===== src/rtl/mau_pkg.sv =====
// Shared constants, types and decode helpers for the memory access unit.
package mau_pkg;

  localparam logic [2:0] F3_B  = 3'b000;
  localparam logic [2:0] F3_H  = 3'b001;
  localparam logic [2:0] F3_W  = 3'b010;
  localparam logic [2:0] F3_BU = 3'b100;
  localparam logic [2:0] F3_HU = 3'b101;

  typedef enum logic [1:0] {
    IDLE = 2'd0,
    REQ  = 2'd1,
    RESP = 2'd2
  } state_e;

  localparam logic [1:0] EXC_NONE     = 2'b00;
  localparam logic [1:0] EXC_MISALIGN = 2'b01;
  localparam logic [1:0] EXC_TIMEOUT  = 2'b10;
  localparam logic [1:0] EXC_ILLEGAL  = 2'b11;

  // Unsigned widths only exist for loads.
  function automatic logic f3_legal(input logic [2:0] f3, input logic is_store);
    logic ok;
    case (f3)
      F3_B, F3_H, F3_W: ok = 1'b1;
      F3_BU, F3_HU:     ok = ~is_store;
      default:          ok = 1'b0;
    endcase
    return ok;
  endfunction

  function automatic logic misaligned(input logic [2:0] f3, input logic [1:0] lo);
    logic m;
    case (f3)
      F3_H, F3_HU: m = lo[0];
      F3_W:        m = (lo != 2'b00);
      default:     m = 1'b0;
    endcase
    return m;
  endfunction

endpackage


===== src/rtl/load_formatter.sv =====
// Extracts the addressed byte/half/word from a read word and sign- or zero-extends it.
module load_formatter
  import mau_pkg::*;
(
  input  logic [31:0] rdata,
  input  logic [1:0]  addr_lo,
  input  logic [2:0]  funct3,
  output logic [31:0] data
);

  logic [7:0]  lane_b;
  logic [15:0] lane_h;

  assign lane_b = rdata[{addr_lo, 3'b000} +: 8];
  assign lane_h = rdata[{addr_lo[1], 4'b0000} +: 16];

  // Width/sign selection of the extracted lane.
  always_comb begin
    case (funct3)
      F3_B:    data = {{24{lane_b[7]}}, lane_b};
      F3_H:    data = {{16{lane_h[15]}}, lane_h};
      F3_W:    data = rdata;
      F3_BU:   data = {24'h000000, lane_b};
      F3_HU:   data = {16'h0000, lane_h};
      default: data = 32'h0000_0000;
    endcase
  end

endmodule


===== src/rtl/mem_access_unit.sv =====
// Memory stage: accepts an execute-stage op, runs a req/ack data-memory access with
// timeout, and returns one registered writeback record per accepted op.
module mem_access_unit
  import mau_pkg::*;
#(
  parameter int TIMEOUT = 16,
  parameter int CNT_W   = 5
) (
  input  logic        clk,
  input  logic        rst,
  input  logic        ex_valid,
  output logic        ex_ready,
  input  logic [31:0] ex_result,
  input  logic [31:0] ex_wdata,
  input  logic        ex_mem_read,
  input  logic        ex_mem_write,
  input  logic [2:0]  ex_funct3,
  input  logic [4:0]  ex_rd,
  output logic        dm_req,
  output logic        dm_we,
  output logic [31:0] dm_addr,
  output logic [31:0] dm_wdata,
  output logic [3:0]  dm_wstrb,
  input  logic        dm_ack,
  input  logic [31:0] dm_rdata,
  output logic        wb_valid,
  output logic [4:0]  wb_rd,
  output logic [31:0] wb_data,
  output logic [1:0]  wb_exc
);

  localparam logic [CNT_W-1:0] CNT_LAST = CNT_W'(TIMEOUT - 1);

  state_e           state_q, state_d;
  logic             ready_q, ready_d;
  logic [CNT_W-1:0] cnt_q, cnt_d;
  logic [4:0]       rd_q, rd_d;
  logic [2:0]       f3_q, f3_d;
  logic [1:0]       lo_q, lo_d;
  logic             req_q, req_d;
  logic             we_q, we_d;
  logic [31:0]      addr_q, addr_d;
  logic [31:0]      wdata_q, wdata_d;
  logic [3:0]       strb_q, strb_d;
  logic             wbv_q, wbv_d;
  logic [4:0]       wbrd_q, wbrd_d;
  logic [31:0]      wbdata_q, wbdata_d;
  logic [1:0]       wbexc_q, wbexc_d;

  logic [31:0] ld_data;
  logic        is_mem, illegal, misalign;

  load_formatter u_fmt (
    .rdata  (dm_rdata),
    .addr_lo(lo_q),
    .funct3 (f3_q),
    .data   (ld_data)
  );

  assign is_mem   = ex_mem_read | ex_mem_write;
  assign illegal  = (ex_mem_read & ex_mem_write) | (is_mem & ~f3_legal(ex_funct3, ex_mem_write));
  assign misalign = misaligned(ex_funct3, ex_result[1:0]);

  // Next-state, access request and writeback record computation.
  always_comb begin
    state_d  = state_q;
    cnt_d    = cnt_q;
    rd_d     = rd_q;
    f3_d     = f3_q;
    lo_d     = lo_q;
    req_d    = req_q;
    we_d     = we_q;
    addr_d   = addr_q;
    wdata_d  = wdata_q;
    strb_d   = strb_q;
    wbv_d    = 1'b0;
    wbrd_d   = wbrd_q;
    wbdata_d = wbdata_q;
    wbexc_d  = wbexc_q;
    case (state_q)
      IDLE: begin
        if (ex_valid) begin
          rd_d     = ex_rd;
          wbrd_d   = ex_rd;
          wbdata_d = 32'h0000_0000;
          wbexc_d  = EXC_NONE;
          if (!is_mem) begin
            state_d  = RESP;
            wbv_d    = 1'b1;
            wbdata_d = ex_result;
          end else if (illegal) begin
            state_d = RESP;
            wbv_d   = 1'b1;
            wbexc_d = EXC_ILLEGAL;
          end else if (misalign) begin
            state_d = RESP;
            wbv_d   = 1'b1;
            wbexc_d = EXC_MISALIGN;
          end else begin
            state_d = REQ;
            cnt_d   = '0;
            req_d   = 1'b1;
            we_d    = ex_mem_write;
            addr_d  = {ex_result[31:2], 2'b00};
            f3_d    = ex_funct3;
            lo_d    = ex_result[1:0];
            if (ex_mem_write) begin
              case (ex_funct3)
                F3_B: begin
                  wdata_d = {4{ex_wdata[7:0]}};
                  strb_d  = 4'b0001 << ex_result[1:0];
                end
                F3_H: begin
                  wdata_d = {2{ex_wdata[15:0]}};
                  strb_d  = 4'b0011 << ex_result[1:0];
                end
                default: begin
                  wdata_d = ex_wdata;
                  strb_d  = 4'b1111;
                end
              endcase
            end else begin
              wdata_d = 32'h0000_0000;
              strb_d  = 4'b0000;
            end
          end
        end else begin
          state_d = IDLE;
        end
      end
      REQ: begin
        // An ack on the last allowed cycle takes priority over the timeout.
        if (dm_ack) begin
          state_d  = RESP;
          req_d    = 1'b0;
          wbv_d    = 1'b1;
          wbrd_d   = rd_q;
          wbexc_d  = EXC_NONE;
          wbdata_d = we_q ? 32'h0000_0000 : ld_data;
        end else if (cnt_q == CNT_LAST) begin
          state_d  = RESP;
          req_d    = 1'b0;
          wbv_d    = 1'b1;
          wbrd_d   = rd_q;
          wbexc_d  = EXC_TIMEOUT;
          wbdata_d = 32'h0000_0000;
        end else begin
          cnt_d = cnt_q + CNT_W'(1);
        end
      end
      RESP: begin
        state_d  = IDLE;
        wbrd_d   = 5'd0;
        wbdata_d = 32'h0000_0000;
        wbexc_d  = EXC_NONE;
      end
      default: begin
        state_d = IDLE;
        req_d   = 1'b0;
      end
    endcase
    ready_d = (state_d == IDLE);
  end

  // State and output registers with synchronous reset.
  always_ff @(posedge clk) begin
    if (rst) begin
      state_q  <= IDLE;
      ready_q  <= 1'b1;
      cnt_q    <= '0;
      rd_q     <= 5'd0;
      f3_q     <= 3'd0;
      lo_q     <= 2'd0;
      req_q    <= 1'b0;
      we_q     <= 1'b0;
      addr_q   <= 32'h0000_0000;
      wdata_q  <= 32'h0000_0000;
      strb_q   <= 4'b0000;
      wbv_q    <= 1'b0;
      wbrd_q   <= 5'd0;
      wbdata_q <= 32'h0000_0000;
      wbexc_q  <= EXC_NONE;
    end else begin
      state_q  <= state_d;
      ready_q  <= ready_d;
      cnt_q    <= cnt_d;
      rd_q     <= rd_d;
      f3_q     <= f3_d;
      lo_q     <= lo_d;
      req_q    <= req_d;
      we_q     <= we_d;
      addr_q   <= addr_d;
      wdata_q  <= wdata_d;
      strb_q   <= strb_d;
      wbv_q    <= wbv_d;
      wbrd_q   <= wbrd_d;
      wbdata_q <= wbdata_d;
      wbexc_q  <= wbexc_d;
    end
  end

  assign ex_ready = ready_q;
  assign dm_req   = req_q;
  assign dm_we    = we_q;
  assign dm_addr  = addr_q;
  assign dm_wdata = wdata_q;
  assign dm_wstrb = strb_q;
  assign wb_valid = wbv_q;
  assign wb_rd    = wbrd_q;
  assign wb_data  = wbdata_q;
  assign wb_exc   = wbexc_q;

endmodule

===== config.mk =====
export PLATFORM = sky130hd
export DESIGN_NAME = mem_access_unit
export DESIGN_NICKNAME = d
export VERILOG_FILES = /design/src/rtl/mau_pkg.sv /design/src/rtl/load_formatter.sv /design/src/rtl/mem_access_unit.sv
export SDC_FILE = /design/constraint.sdc
export NUM_CORES = 1
export LEC_CHECK = 0
export BUFFER_PORTS_ARGS = -buffer_cell sky130_fd_sc_hd__buf_2
export CAP_MARGIN = 20
export CORE_UTILIZATION = 30
export CTS_BUF_LIST = sky130_fd_sc_hd__clkbuf_4
export CTS_CLUSTER_DIAMETER = 100
export DETAILED_ROUTE_END_ITERATION = 16
export HOLD_SLACK_MARGIN = 0.1
export PLACE_DENSITY_LB_ADDON = 0.2
export SLEW_MARGIN = 20
export SYNTH_ARGS = -nofsm -noshare
export SYNTH_HDL_FRONTEND = slang
export SYNTH_SLANG_ARGS = --single-unit

===== constraint.sdc =====
create_clock -name clk -period 5.9 [get_ports clk]
set_clock_uncertainty 0.2 [all_clocks]
set_input_delay 0.295 -clock clk [delete_from_list [all_inputs] [get_ports clk]]
set_output_delay 0.295 -clock clk [all_outputs]
set_load 0.05 [all_outputs]

=== After elaboration in Yosys (flattened, before gate mapping) ===
Index checks and enable logic that the tools add are counted.

* Register bits: 126
* Latch bits: 0
* Memory bits (writable): 0
* Memory bits (read-only): 0
* Input bits: 110
* Output and inout port bits: 111
* Word-level logic and storage cells: 114
* Memories: 0

* Add/subtract/negate cells: 1
* Multipliers: 0
* Div/mod/pow operators: 0
* $lt $le $gt $ge: 0
* Eq/ne operators: 18
* Shift operators: 4
* Muxes and demuxes: 52
* Bitwise gates (word level): 9
* Reduce and logical (&&, ||, !) cells: 15

{| class="wikitable"
|+ Operator list
! operator !! number
|-
| two-way mux 32 bit || 6
|-
| case mux 32 bit (5 select lines) || 1
|-
| case mux 32 bit (3 select lines) || 1
|-
| case mux 32 bit (2 select lines) || 1
|-
| two-way mux 5 bit || 9
|-
| indexed part select 32 x 6 -> 16 bit || 1
|-
| indexed part select 32 x 6 -> 8 bit || 1
|-
| two-way mux 2 bit || 11
|-
| case mux 5 bit (3 select lines) || 1
|-
| two-way mux 1 bit || 13
|-
| == test 3 bit, second input constant || 4
|-
| inequality test 2 bit, second input constant || 6
|-
| case mux 5 bit (2 select lines) || 1
|-
| case mux 4 bit (2 select lines) || 1
|-
| AND reduction 7 bit || 1
|-
| == test 3 x 1 -> 1 bit, second input constant || 2
|-
| == test 3 x 2 -> 1 bit, second input constant || 2
|-
| logical NOT 3 bit || 2
|-
| case mux 1 bit (2 select lines) || 3
|-
| case mux 2 bit (3 select lines) || 1
|-
| AND reduction 6 bit || 1
|-
| adder 5 x 1 -> 5 bit, second input constant || 1
|-
| == test 5 x 4 -> 1 bit, second input constant || 1
|-
| inverter 1 bit || 5
|-
| 18 further kinds || 23
|}

=== Longest topological paths before layout ===
Gate-level depths: netlist (run 1).

* Depth after elaboration: 11
* Depth in mapped cells: 10
* Depth with buffers taken out: 8

=== By module ===
From an unflattened synthesis (run 1), not the netlist that was laid out.

* Cell total of the unflattened synthesis: 762
* Area, all modules: 6726.5 um^2

{| class="wikitable"
|+ By module, submodules not included
! module !! times used !! cells an instance !! area an instance (um^2) !! sequential area each (um^2)
|-
| mem_access_unit || 1 || 645 || 5904.4 || 2522.4
|-
| load_formatter || 1 || 117 || 822.0 || 0.0
|}

=== Worst setup path after synthesis (run 1) ===
Ideal clock, no wire load.

* Path type: flip-flop to flip-flop
* Start point: reg cnt_q[0]
* End point: reg wbdata_q[23], in the netlist wb_data[23]
* Library setup time: 86 ps
* Arrival time: 2212 ps
* Required time: 5614 ps
* Path slack: 3403 ps
* Stages on the path, launching flop included: 10
* Buffers on the path: 2
* Period minus slack after synthesis: 2497 ps
* Path through: dfxtp_1 -> ha_1 -> and3_1 -> ha_1 -> nor3b_2 -> a211o_1 -> buf_2 -> clkbuf_1 -> a21oi_1 -> a211oi_1

* Word-level cells in the longest chain between the ends: 3

{| class="wikitable"
|+ Ends and longest elaborated chain
! element !! line !! source
|-
| start, declared || mem_access_unit.sv:36 || <nowiki>logic [CNT_W-1:0] cnt_q, cnt_d;</nowiki>
|-
| start signal, assigned || mem_access_unit.sv:186 || <nowiki>cnt_q <= cnt_d;</nowiki>
|-
| == test 5 x 4 -> 1 bit || mem_access_unit.sv:140 || <nowiki>end else if (cnt_q == CNT_LAST) begin</nowiki>
|-
| inequality test 3 bit (no line) || - ||
|-
| AND reduction 3 bit (no line) || - ||
|-
| end signal, assigned || mem_access_unit.sv:197 || <nowiki>wbdata_q <= wbdata_d;</nowiki>
|-
| end, declared || mem_access_unit.sv:47 || <nowiki>logic [31:0] wbdata_q, wbdata_d;</nowiki>
|}

Every way passes these cells.
A chain may end at the register's enable or synchronous reset.

=== Worst setup path in the final report (run 1) ===
* Start point: reg state_q[0]
* End point: reg wbdata_q[21], in the netlist wb_data[21]

* Word-level cells in the longest chain between the ends: 3
* Elaborated cells on any way between the ends: 8
* Those cells by class: eq/ne (4); mux (1); reduce/logical (3)

{| class="wikitable"
|+ Ends and longest elaborated chain
! element !! line !! source
|-
| start, declared || mem_access_unit.sv:34 || <nowiki>state_e state_q, state_d;</nowiki>
|-
| start signal, assigned || mem_access_unit.sv:184 || <nowiki>state_q <= state_d;</nowiki>
|-
| == test 2 x 1 -> 1 bit, or another cell as far along || mem_access_unit.sv:80 || <nowiki>case (state_q)</nowiki>
|-
| inequality test 3 bit (no line), or another cell as far along || - ||
|-
| AND reduction 3 bit (no line) || - ||
|}

Several ways; a longest one is shown, not always the timed one.

==> results.toml, run 1 <==
[route]
dr.pass1.iters = 8
first_iter_violations = 365
drc = 0
routedWlPerCell_um = 16.56
final_antenna_net_count = 0
via_per_inst = 4.917
routed-via-count = 6539
routed_wl_mm = 22.02

[layout]
antenna_cells = 0
layoutNonFillerInstCount = 1330
fin_util = 0.4819
drive_gt1_frac = 0.2589
seqCellArea_um2 = 2522
nets = 1173
multi_input_area_um2 = 3120
area_delta_synth_final_pct = 55.26
fillers = 1930

[sta]
holdWs_ns = 0.1418
drv_slew = 0
tightest_slew_ns = 1.033
timing.final.ws_setup_ns = 2.035
rsz0062_at_grt = "false"
finalSetupViolCount = 0
slew_headroom = 0.3115
post-route-min-period_ns = 3.865
finalSetupTns_ns = 0
hold_viol_final = 0
clock.fmax_mhz = 258.7
finalCritPeriodShare = 0.6552

[placement]
io_buffers = 218
dpl.hpwl_mm = 14.13
dp_cells = 1130
gp_congestion = 0.7861
pre_cts_slack_ns = 2.532

[setup_path]
worstSetupEndpointType = "flip-flop"
cp_data_required_time_ns = 6.20
cp_max_fo = 28
critPathLaunchType = "flip-flop"
r2r_cells = 7
critPathTopFamily = "simple AND/OR/NAND/NOR gates"
critPathKind = "flip-flop to flip-flop"
crit_arrival_ns = 4.16
crit_path_max_incr_delay_ns = 0.92
cp-endpoint = "wb_data[21]$_SDFFE_PP0P_"
r2r_end = "wb_data[21]$_SDFFE_PP0P_"
worst-path-stages = 7
r2r_start = "state_q[0]$_SDFF_PP0_"
path_cells = "ha_1, inv_1, nor3_1, and2_1, o21ai_1, a211oi_1, dlygate4sd3_1"
cp_num_buf_inv = 2
reg2reg_slack_ns = 2.03
critPathSlowestCell = "and2_1"
crit_path_start = "state_q[0]$_SDFF_PP0_"

[logic_synthesis]
synth_area_um2 = 5903
syn_avg_cell_area_um2 = 8.361
ys_seq_area_frac = 0.4273
synth_top_area_share = 0.4273
ys_types = 56
yosysMostFrequentCell = "dfxtp_1"
synth_warnings = 0
synth_area_leaders = "dfxtp_1 (43%), nand2_1 (7.7%), a21oi_1 (7.2%)"
synth_flop_cell = "dfxtp_1"
ys_seq_elements = 126
synth_async_sr_flop_share = 0
synth-edff-count = 0
synthTopCellsByCount = "dfxtp_1 (126), nand2_1 (121), a21oi_1 (85)"
post-synth-top-area-cell = "dfxtp_1"
synth_cells = 706

[floorplan]
initial_utilization = 0.3104
num_rows = 50
die_area_um2 = 20240
coreArea_um2 = 19020
die_y_um = 142.3
ios = 221
fp.dieW_um = 142.3

[grt]
grt_pass1_vias = 6588
grt.met1_usage = 0.2638
met3_usage = 0.04845
antenna_found_initial = 0
grt.busiest_layer = "met2"
grt_pass1_wl_mm = 34.51
grt_start_max_net_pins = 64
gr-total-overflow = 0
use_met2 = 0.3860
groute.usage.overall = 0.2189

[run]
maxCapViolCount = 0

[clock_network]
cts_root_buf = "clkbuf_4"
cts_resized = 0
cts_sinks = 126
cts_buffer_depth = 2
cts_tree = "done"
cts_max_level = 4
clkLatencyLatePin_ns = 0.55
cts_buffers = 17
clkTransAtPathRegs_ns = 0.13

[power_and_ir_drop]
peakVddDrop_uv = 110.3
leakagePower_nw = 3.911
power-per-cell-area_nw_per_um2 = 244.0

[hold_path]
hp-class = "input pin to flip-flop"

[run_status]
outcome = "completed"
[cells in the final DEF, fill, tap and decap left out, types with 3 or more instances in the layout]
cell type and count:
clkbuf_4 17, a311oi_1 7, o21ai_0 10, inv_6 5, nand3b_1 3, nand2_1 121, clkinv_4 3, a31oi_1 3
nor3_1 14, dfxtp_1 126, bufinv_16 4, dlygate4sd3_1 168, o21ai_1 18, nand3_1 16, ha_1 6, a21oi_1 85
mux2_2 7, inv_1 9, and2_1 19, a221o_1 7, a221oi_1 8, mux2i_1 26, a211oi_1 22, o2bb2ai_1 28
a21o_1 3, a2111oi_0 3, a222oi_1 7, nor2_1 44, nand2b_1 8, a2bb2oi_1 3, buf_4 8, buf_2 217
nor2b_1 5
[stage by stage]
| stage | instance area (um2) | total power [W] |
|---|---|---|
| floorplan | 5907 | 0.001291 |
| global placement | 7143 | 0.001442 |
| detailed placement | 7143 | 0.001444 |
| CTS | 9160 | 0.002260 |
| global route | 9165 | 0.002342 |
| finish | 9165 | 0.002236 |
[timing repair]
item | in CTS | in global routing
hold endpoints to repair | 124 | 0
hold buffers | 168 | 0
buffers inserted | 0 | 0
[cell families after synthesis]
| family | after synthesis | synth area share |
|---|---|---|
| multiplexers | 36 | 0.06507 |
| flip-flops | 126 | 0.4273 |
| AND/OR/NAND/NOR | 250 | 0.1963 |
| AO/OA/AOI/OAI | 216 | 0.2474 |
| buffers and inverters | 71 | 0.05066 |
| adder cells (fa/ha/maj) | 6 | 0.01272 |
| other | 1 | 0.0006353 |
[layer usage]
| metal | share of wire | up-vias |
|---|---|---|
| li1 | - | 3247 |
| met1 | 0.44 | 3068 |
| met2 | 0.49 | 195 |
| met3 | 0.056 | 29 |
| met4 | 0.016 | 0 |
| met5 | 0 | - |
[power breakdown]
part | internal [W] | switching, W | leakage [nW] | total (W)
Clock | 0.000343 | 0.000377 | 0.178 | 0.000720
Combinational | 0.000217 | 0.000371 | 2.71 | 0.000588
Sequential | 0.000899 | 0.0000284 | 1.03 | 0.000927
Total | 0.00146 | 0.000777 | 3.91 | 0.00224
[registers in the layout, indices dropped and copies added, names as in the netlist]
name	flops
dm_wstrb	4
wb_exc	2
ex_ready	1
f3_q	3
wb_rd	5
lo_q	2
dm_addr	30
cnt_q	5
state_q	2
dm_wdata	32
wb_valid	1
dm_we	1
wb_data	32
rd_q	5
dm_req	1
[worst register-to-register path: cells and delay by family (launching register included)]
kind | cells | cell delay (ns)
AO/OA/AOI/OAI | 2 | 0.42
AND/OR/NAND/NOR | 2 | 1.56
flip-flops | 1 | 0.43
adder cells (fa/ha/maj) | 1 | 0.46
buffers and inverters | 2 | 0.77
[layout make-up]
| class | instances | area share |
|---|---|---|
| clock buffer | 17 | 0.01392 |
| clock inverter | 15 | 0.02266 |
| inverter | 9 | 0.003686 |
| multi-input combinational | 510 | 0.3405 |
| sequential | 126 | 0.2752 |
| tap | 260 | 0.03549 |
| timing repair buffer | 393 | 0.3085 |
[how the worst min path moves through the flow]
stage | cells after the start | to | startpoint | slack [ns]
floorplan | 2 | rd_q[0]$_SDFFE_PP0P_ | ex_rd[0] | 0.23
global placement | 2 | dm_addr[17]$_SDFFE_PP0P_ | dm_addr[17]$_SDFFE_PP0P_ | 0.24
detailed placement | 2 | dm_wdata[0]$_SDFFE_PP0P_ | dm_wdata[0]$_SDFFE_PP0P_ | 0.24
CTS | 4 | wb_data[6]$_SDFFE_PP0P_ | dm_rdata[6] | 0.10
global route | 4 | wb_data[6]$_SDFFE_PP0P_ | dm_rdata[6] | 0.14
finish | 4 | wb_data[6]$_SDFFE_PP0P_ | dm_rdata[6] | 0.14
Note: power is estimated with default switching activity, not from simulation.
==> run 2, diff against run 1 <==
Clock period 5.9 ns to 3.35 ns, I/O delays scaled along.
==> run 2 against run 1 <==
Net effect: utilization is 0.90 points higher; final area is 1.9% higher; cell count is 1.8% higher; sequential cell count stayed put; sequential power is 76% higher; first-iteration DRC count is 21% higher; wire length is 2.9% higher; highest routed layer unchanged.
==> results.toml, run 2 (same netlist as run 1, synthesis figures left out) <==
[run_status]
outcome = "completed"

[layout]
final_common_cell = "buf_2"
most-common-layout-cells = "buf_2 (217), dlygate4sd3_1 (175), dfxtp_1 (126)"
area_delta_synth_final_pct = 58.16
nets = 1194
drive_gt1_frac = 0.2667

[hold_path]
hold_path_depth = 4
hp-class = "input pin to flip-flop"
min_from = "ex_mem_write"

[grt]
antenna_found_initial = 2
grt_start_max_net_pins = 80
groute.usage.overall = 0.2234
grt_pass1_wl_mm = 35.27
gr-total-overflow = 0
grt_pass1_vias = 6676

[setup_path]
critPathKind = "input pin to flip-flop"
crit_path_start = "ex_funct3[0]"
cp_data_required_time_ns = 3.63
crit_top_cell = "dlygate4sd3_1"
crit_path_max_incr_delay_ns = 0.58
worst-path-stages = 9
path_cells = "dlygate4sd3_1, buf_2, or3b_1, o22ai_1, or3_2, buf_4, nand2_1, a21oi_1, dlygate4sd3_1"
crit_arrival_ns = 3.37
cp_num_buf_inv = 4
critPathLaunchType = "input pin"
r2r_start = "cnt_q[0]$_SDFFE_PP0P_"
critPathSlowestCell = "dlygate4sd3_1"
cp_max_fo = 43
worstSetupEndpointType = "flip-flop"
r2r_cells = 9
critPathTopFamily = "buffers and inverters"

[run]
maxCapViolCount = 0

[power_and_ir_drop]
power-per-cell-area_nw_per_um2 = 423.3
leakagePower_nw = 3.988
peakVddDrop_uv = 199.0

[sta]
drv_slew = 0
holdWs_ns = 0.1765
finalSetupTns_ns = 0
rsz0062_at_grt = "false"
finalSetupViolCount = 0
slew_headroom = 0.3826
post-route-min-period_ns = 3.089
tightest_slew_ns = 0.9261
hold_viol_final = 0
finalCritPeriodShare = 0.9221
clock.fmax_mhz = 323.7

[floorplan]
initial_utilization = 0.3104
die_area_um2 = 20240
die_y_um = 142.3
coreArea_um2 = 19020
num_rows = 50
fp.dieW_um = 142.3
ios = 221

[clock_network]
cts_sinks = 126
clkLatencyLatePin_ns = 0.55
cts_max_level = 4
cts_root_buf = "clkbuf_4"
cts_buffers = 17
cts_buffer_depth = 2
clkTransAtPathRegs_ns = 0.15
cts_tree = "done"
cts_setup_buffers = 0

[route]
drc = 0
final_antenna_net_count = 0
routedWlPerCell_um = 16.73
routed_wl_mm = 22.66
first_iter_violations = 443
dr.pass1.iters = 7
via_per_inst = 4.956
routed-via-count = 6710

[placement]
dpl.hpwl_mm = 14.54
io_buffers = 218
gp_congestion = 0.8369
run 2: cell types whose count changed in the layout (fill, tap and decap cells not counted), sizes merged:
cell         previous run  this run
buf                   225       239
dlygate4sd3           168       175
diode                   0         3
inv                    14        16
bufinv                  4         3
clkinv                  5         4
run 2: timing repair:
item | CTS | global route
hold endpoints to repair | 126 | 0
hold buffers | 175 | 0
gates resized for setup | 0 | 0
run 2: tightest hold or removal path, cell delays in order:
cell and delay, ns:
buf_2 0.17, nand4b_1 0.11, buf_4 0.32, o2bb2ai_1 0.11
run 2: layout make-up:
type	instances	area, um2
repair buffers	414	3003
flip-flops and latches	126	2522
inverters	9	33.78
clock inverters	15	201.4
fillers	1902	9682
clock buffers	17	127.6
well taps	260	325.3
multi-input cells	510	3115
diodes	3	7.507
run 2: metal layers:
layer	vias to the layer above	GRT usage	part of all wire
met2	251	0.3860	0.49
li1	3281	-	-
met4	0	0.07187	0.020
met5	-	0	0
met3	33	0.04744	0.055
met1	3145	0.2755	0.44
run 2: final timing paths:
| check | slack [ns] | endpoint |
|---|---|---|
| worst max-delay path | 0.26 | dm_addr[9]$_SDFFE_PP0P_ |
| worst min-delay path | 0.18 | dm_wdata[21]$_SDFFE_PP0P_ |
| worst max register to register | 0.33 | wb_data[7]$_SDFFE_PP0P_ |
| worst min register to register | 0.26 | dm_addr[20]$_SDFFE_PP0P_ |
run 2: power by group:
group / switching [W] / internal, W / total [W]
clock network: 0.000695 / 0.000546 / 0.00124
logic: 0.000664 / 0.000412 / 0.00108
registers: 0.0000512 / 0.00158 / 0.00163
total: 0.00141 / 0.00254 / 0.00395
run 2: through the flow:
stage / setup WS (ns) / total power (W) / instance area, um2 / cells / utilization
after floorplan: 0.8527 / 0.002274 / 5907 / 707 / -
after global placement: 0.8403 / 0.002555 / 7248 / 1144 / 0.3811
after detailed placement: 0.7959 / 0.002557 / 7248 / 1144 / 0.3811
after CTS: 0.3127 / 0.003984 / 9329 / 1351 / 0.4905
after global routing: 0.1011 / 0.004153 / 9334 / 1353 / 0.4908
final: 0.2610 / 0.003952 / 9336 / 1354 / 0.4909
